[src/rtl/pc_seq_pkg.sv]
// rtl/pc_seq_pkg.sv - shared types and constants for the PC sequencer
package pc_seq_pkg;

  localparam int WORD_BYTES = 4;

  typedef enum logic [2:0] {
    IDLE  = 3'd0,
    FETCH = 3'd1,
    WAIT  = 3'd2,
    EXEC  = 3'd3,
    HALT  = 3'd4
  } state_t;

  typedef enum logic [1:0] {
    PCSRC_PC4 = 2'd0,
    PCSRC_BR  = 2'd1,
    PCSRC_J   = 2'd2,
    PCSRC_JR  = 2'd3
  } pc_src_t;

endpackage

[src/rtl/next_pc_logic.sv]
// rtl/next_pc_logic.sv - combinational next-PC resolution (jr > jump > taken branch > pc+4)
module next_pc_logic
  import pc_seq_pkg::*;
(
  input  logic [31:0] pc_i,
  input  logic        branch_i,
  input  logic        branch_ne_i,
  input  logic        zero_i,
  input  logic        jump_i,
  input  logic        jr_i,
  input  logic [31:0] branch_off_i,
  input  logic [25:0] jump_idx_i,
  input  logic [31:0] jr_target_i,
  output logic [31:0] next_pc_o,
  output pc_src_t     pc_src_o,
  output logic        misaligned_o
);

  logic [31:0] pc4;
  logic [31:0] btgt;
  logic [31:0] jtgt;
  logic        taken;

  assign pc4   = pc_i + 32'(WORD_BYTES);
  // BNE inverts the sense of the Zero gate.
  assign taken = branch_i & (zero_i ^ branch_ne_i);
  assign btgt  = pc4 + (branch_off_i << 2);
  assign jtgt  = {pc4[31:28], jump_idx_i, 2'b00};

  assign misaligned_o = jr_i && (jr_target_i[1:0] != 2'b00);

  always_comb begin
    next_pc_o = pc4;
    pc_src_o  = PCSRC_PC4;
    if (jr_i) begin
      // A misaligned JR leaves the PC where it is; the sequencer halts.
      next_pc_o = misaligned_o ? pc_i : jr_target_i;
      pc_src_o  = PCSRC_JR;
    end else if (jump_i) begin
      next_pc_o = jtgt;
      pc_src_o  = PCSRC_J;
    end else if (taken) begin
      next_pc_o = btgt;
      pc_src_o  = PCSRC_BR;
    end
  end

endmodule

[src/rtl/pc_sequencer.sv]
// rtl/pc_sequencer.sv - fetch/PC controller: owns the PC, fetches over req/ack, retires on ex_done
module pc_sequencer
  import pc_seq_pkg::*;
#(
  parameter logic [31:0] RESET_PC = 32'h0000_0000,
  parameter int          ADDR_W   = 32
) (
  input  logic              clk,
  input  logic              rst_n,
  output logic              imem_req,
  output logic [ADDR_W-1:0] imem_addr,
  input  logic              imem_ack,
  input  logic [31:0]       imem_rdata,
  input  logic              stall,
  output logic [31:0]       instr,
  output logic              instr_valid,
  input  logic              ex_done,
  input  logic              branch,
  input  logic              branch_ne,
  input  logic              zero,
  input  logic              jump,
  input  logic              jr,
  input  logic [31:0]       branch_off,
  input  logic [25:0]       jump_idx,
  input  logic [31:0]       jr_target,
  output logic [ADDR_W-1:0] pc,
  output logic [1:0]        pc_src,
  output logic [31:0]       instr_count,
  output logic              misaligned_err
);

  state_t            state_q, state_d;
  logic [ADDR_W-1:0] pc_q, pc_d;
  logic [31:0]       instr_q, instr_d;
  pc_src_t           pc_src_q, pc_src_d;
  logic [31:0]       instr_count_q, instr_count_d;
  logic              misaligned_q, misaligned_d;

  logic [ADDR_W-1:0] next_pc;
  pc_src_t           next_src;
  logic              jr_misaligned;

  next_pc_logic u_next_pc (
    .pc_i         (pc_q),
    .branch_i     (branch),
    .branch_ne_i  (branch_ne),
    .zero_i       (zero),
    .jump_i       (jump),
    .jr_i         (jr),
    .branch_off_i (branch_off),
    .jump_idx_i   (jump_idx),
    .jr_target_i  (jr_target),
    .next_pc_o    (next_pc),
    .pc_src_o     (next_src),
    .misaligned_o (jr_misaligned)
  );

  always_comb begin
    state_d       = state_q;
    pc_d          = pc_q;
    instr_d       = instr_q;
    pc_src_d      = pc_src_q;
    instr_count_d = instr_count_q;
    misaligned_d  = misaligned_q;
    imem_req      = 1'b0;
    instr_valid   = 1'b0;

    unique case (state_q)
      IDLE: state_d = FETCH;

      FETCH: begin
        imem_req = !stall;
        if (!stall) begin
          if (imem_ack) begin
            instr_d = imem_rdata;
            state_d = EXEC;
          end else begin
            state_d = WAIT;
          end
        end
      end

      // Once issued, the request is held through stall until the ack arrives.
      WAIT: begin
        imem_req = 1'b1;
        if (imem_ack) begin
          instr_d = imem_rdata;
          state_d = EXEC;
        end
      end

      EXEC: begin
        instr_valid = 1'b1;
        if (ex_done) begin
          instr_count_d = instr_count_q + 32'd1;
          pc_d          = next_pc;
          pc_src_d      = next_src;
          if (jr_misaligned) begin
            misaligned_d = 1'b1;
            state_d      = HALT;
          end else begin
            state_d = FETCH;
          end
        end
      end

      HALT: state_d = HALT;

      default: state_d = IDLE;
    endcase
  end

  always_ff @(posedge clk) begin
    if (!rst_n) begin
      state_q       <= IDLE;
      pc_q          <= RESET_PC;
      instr_q       <= '0;
      pc_src_q      <= PCSRC_PC4;
      instr_count_q <= '0;
      misaligned_q  <= 1'b0;
    end else begin
      state_q       <= state_d;
      pc_q          <= pc_d;
      instr_q       <= instr_d;
      pc_src_q      <= pc_src_d;
      instr_count_q <= instr_count_d;
      misaligned_q  <= misaligned_d;
    end
  end

  assign imem_addr      = pc_q;
  assign pc             = pc_q;
  assign instr          = instr_q;
  assign pc_src         = pc_src_q;
  assign instr_count    = instr_count_q;
  assign misaligned_err = misaligned_q;

endmodule
[config.mk]
export PLATFORM = sky130hd
export DESIGN_NAME = pc_sequencer
export DESIGN_NICKNAME = d
export VERILOG_FILES = /design/src/rtl/pc_seq_pkg.sv /design/src/rtl/next_pc_logic.sv /design/src/rtl/pc_sequencer.sv
export SDC_FILE = /design/constraint.sdc
export NUM_CORES = 1
export LEC_CHECK = 0
export CORE_ASPECT_RATIO = 0.5
export CORE_MARGIN = 2
export CORE_UTILIZATION = 40
export CTS_CLUSTER_DIAMETER = 30
export DETAILED_ROUTE_END_ITERATION = 10
export GPL_ROUTABILITY_DRIVEN = 0
export PLACE_DENSITY = 0.73
export SLEW_MARGIN = 15
export SYNTH_ARGS = -nofsm -noshare
export SYNTH_HDL_FRONTEND = slang
export SYNTH_SLANG_ARGS = --single-unit
[constraint.sdc]
create_clock -name clk -period 3.75 [get_ports clk]
set_input_delay 0.5625 -clock clk [delete_from_list [all_inputs] [get_ports clk]]
set_output_delay 0.5625 -clock clk [all_outputs]
set_load 0.01 [all_outputs]
==> reports/results.ini <==
[synthesis]
ys_warn_count = 0
synthTopCellsByArea = dfxtp_1, nand2_1, ha_1
async_reset_ff_frac = 0
synth_top_area_cell = dfxtp_1
ys.flop_type = dfxtp_1
synth_nets = 1118
syn_area_sq_mm = 0.00714
synth.distinct_cells = 78
yosysSeqAreaShare = 0.286
syn_avg_cell_area_sq_um = 7.54
synth_top_area_frac = 0.286
synth_edf_count = 0
ys_ff_latch = 102
netlist_instances = 947

[timing]
rsz0062_at_grt = no
max_slew.worst_pin.slew_ps = 1030
max_freq_mhz = 277
fin_tns_setup_ps = 0
hold_violations = 0
finalCritPeriodShare = 0.962
maxSlewViolCount = 0
fin_skew_ps = 6.27
maxSlewHeadroom = 0.310
finalSetupViolations = 0
min_period_ps = 3610

[floorplan]
core_area_sq_mm = 0.0174
start_util = 0.409
fp.dieW_microns = 193
fp-row-count = 34
die_h_microns = 98.5
ios = 265
dieArea_sq_mm = 0.0190

[setup_path]
cp_data_arrival_time_ps = 3880
worstSetupStartpointType = flip-flop
end_kind = flip-flop
critPathKind = flip-flop to flip-flop
crit_chain = ha_1 > and3_2 > nand2_1 > xnor2_1 > ha_1 > a21oi_1 > o21ai_0 > a22oi_1 > o21ai_0 > buf_4 > o211ai_1 > a21boi_1 > or3_1 > a31oi_1
max_stage_delay_ps = 410
crit_path_top_delay_cell = dfxtp_1
critPathRequiredTime_ps = 4020
worstPathMaxFanout = 5

[detailed_routing]
antenna_left = 0
routed_via_density = 5.59
dr.pass1.iters = 5
num_vias = 7987
drc = 0
avgRoutedWirePerCell_microns = 17.7
wl_microns = 25200
drt_iter0_markers = 537

[global_routing]
grt_remaining_overflow = 0
grt_pass1_vias = 7450
grt_use_total = 0.255
grt_pass1_wl_microns = 38800
grt_antenna_before_repair = 0
grt_max_degree = 33

[power]
p_comb_frac = 0.208
sw_frac_of_total = 0.284
p_total_mw = 2.59
power.density_mw_per_mm2 = 250
leakagePower_nw = 3.94
sequentialPowerShare = 0.434
power.internal_mw = 1.85
clockPowerShare = 0.357
peakVddDrop_mv = 0.174
p_switching_mw = 0.735

[layout]
design_area_sq_mm = 0.0103
drive_gt1_frac = 0.0804
nets = 1360
final_common_cell = clkdlybuf4s50_1
final_cell_mix = clkdlybuf4s50_1, nand2_1, dfxtp_1
syn2layout_area_growth_pct = 44.9
num_antenna_cells = 0

[clocking]
cts_tree = done
clockBufferDepth = 2
cts_buffers = 9
hold_buffers = 0
cts-root-buf = clkbuf_16
post_cts_buffers = 0
clk_latency_ps = 350
clock-sinks = 102
cts-htree-levels = 3
cts.reportedPaths.clkPinSlew_ps = 80

[place]
io_buffers = 262
dpl_cell_area_sq_mm = 0.00998
hpwl_microns = 19400

[flow_run]
drv_cap = 0

[worst_hold_path]
hold_class = flip-flop to flip-flop

[outcome]
status = finished clean

-- cells by family (layout without fill, tap and decap cells) --
group | count (synthesis) | count (layout) | share of synthesized area
multiplexers | 7 | 7 | 0.0102
XOR/XNOR | 70 | 70 | 0.0859
AO/OA/AOI/OAI | 248 | 248 | 0.220
buffers and inverters | 99 | 346 | 0.0731
adder cells (fa/ha/maj) | 39 | 39 | 0.0694
flip-flops | 102 | 102 | 0.286
AND/OR/NAND/NOR | 382 | 382 | 0.256
-- per-layer routing --
| layer | routed length [microns] | vias up | track usage |
|---|---|---|---|
| met3 | 2060 | 46 | 0.0449 |
| met1 | 11000 | 3727 | 0.348 |
| met5 | 0 | - | 0 |
| met2 | 11600 | 385 | 0.409 |
| li1 | - | 3829 | - |
| met4 | 517 | 0 | 0.0816 |
-- sequential cells by signal (all words and copies together) (netlist names) --
register        count
imem_addr          32
instr              32
instr_count        32
state_q             3
pc_src              2
misaligned_err      1
-- final cells by class --
cell class,count,area [sq um]
Fill cell,1591,7090
Multi-Input combinational cell,746,4660
Timing Repair Buffer,312,3000
Sequential cell,102,2040
Tap cell,234,293
Clock buffer,9,225
Inverter,18,67.6
Clock inverter,7,63.8
-- cell usage after synthesis, types with 21 or more instances --
cell type,count
dfxtp_1,102
o21ai_0,40
clkbuf_1,42
xnor2_1,40
xor2_1,30
a21oi_1,92
buf_4,33
nand3_1,26
nand2_1,146
ha_1,38
and3_1,21
nor2_1,84
-- path summary, 6_finish.rpt --
path / slack [ps] / depth (start not counted) / start / end
max: 140 / 14 / imem_addr[2] / imem_addr[31]
min: 460 / 2 / instr[30] / instr[30]
max reg2reg: 140 / 14 / imem_addr[2] / imem_addr[31]
min reg2reg: 460 / 2 / instr[30] / instr[30]
-- power by group through the flow --
stage                     registers [mW]  clock network [mW]  logic [mW]
after floorplan                     1.16                   0       0.238
after global placement              1.15                   0       0.518
after detailed placement            1.15                   0       0.526
after CTS                           1.12               0.949       0.530
after global routing                1.13               0.987       0.580
final                               1.12               0.925       0.539
-- per-stage QoR --
| step | hold slack, ps | setup WS [ps] | cells | util |
|---|---|---|---|---|
| floorplan | 478 | 504 | 947 | - |
| global placement | 441 | 188 | 1412 | 0.572 |
| detailed placement | 446 | 114 | 1412 | 0.572 |
| finish | 455 | 141 | 1428 | 0.593 |
| global route | 471 | 14.6 | 1428 | 0.593 |
| CTS | 458 | 68.0 | 1428 | 0.589 |
-- what timing repair did --
item	4_1_cts	5_1_grt
resized for setup	0	15
setup endpoints to repair	0	9
endpoints found under the hold margin	0	0
-- critical path: cells and delay by family (launching register included) --
family | cells | cell delay (ps)
AO/OA/AOI/OAI | 7 | 1220
buffers and inverters | 1 | 160
adder cells (fa/ha/maj) | 2 | 640
AND/OR/NAND/NOR | 3 | 800
XOR/XNOR | 1 | 300
flip-flops | 1 | 410
Note: power is estimated with default switching activity, not from simulation.
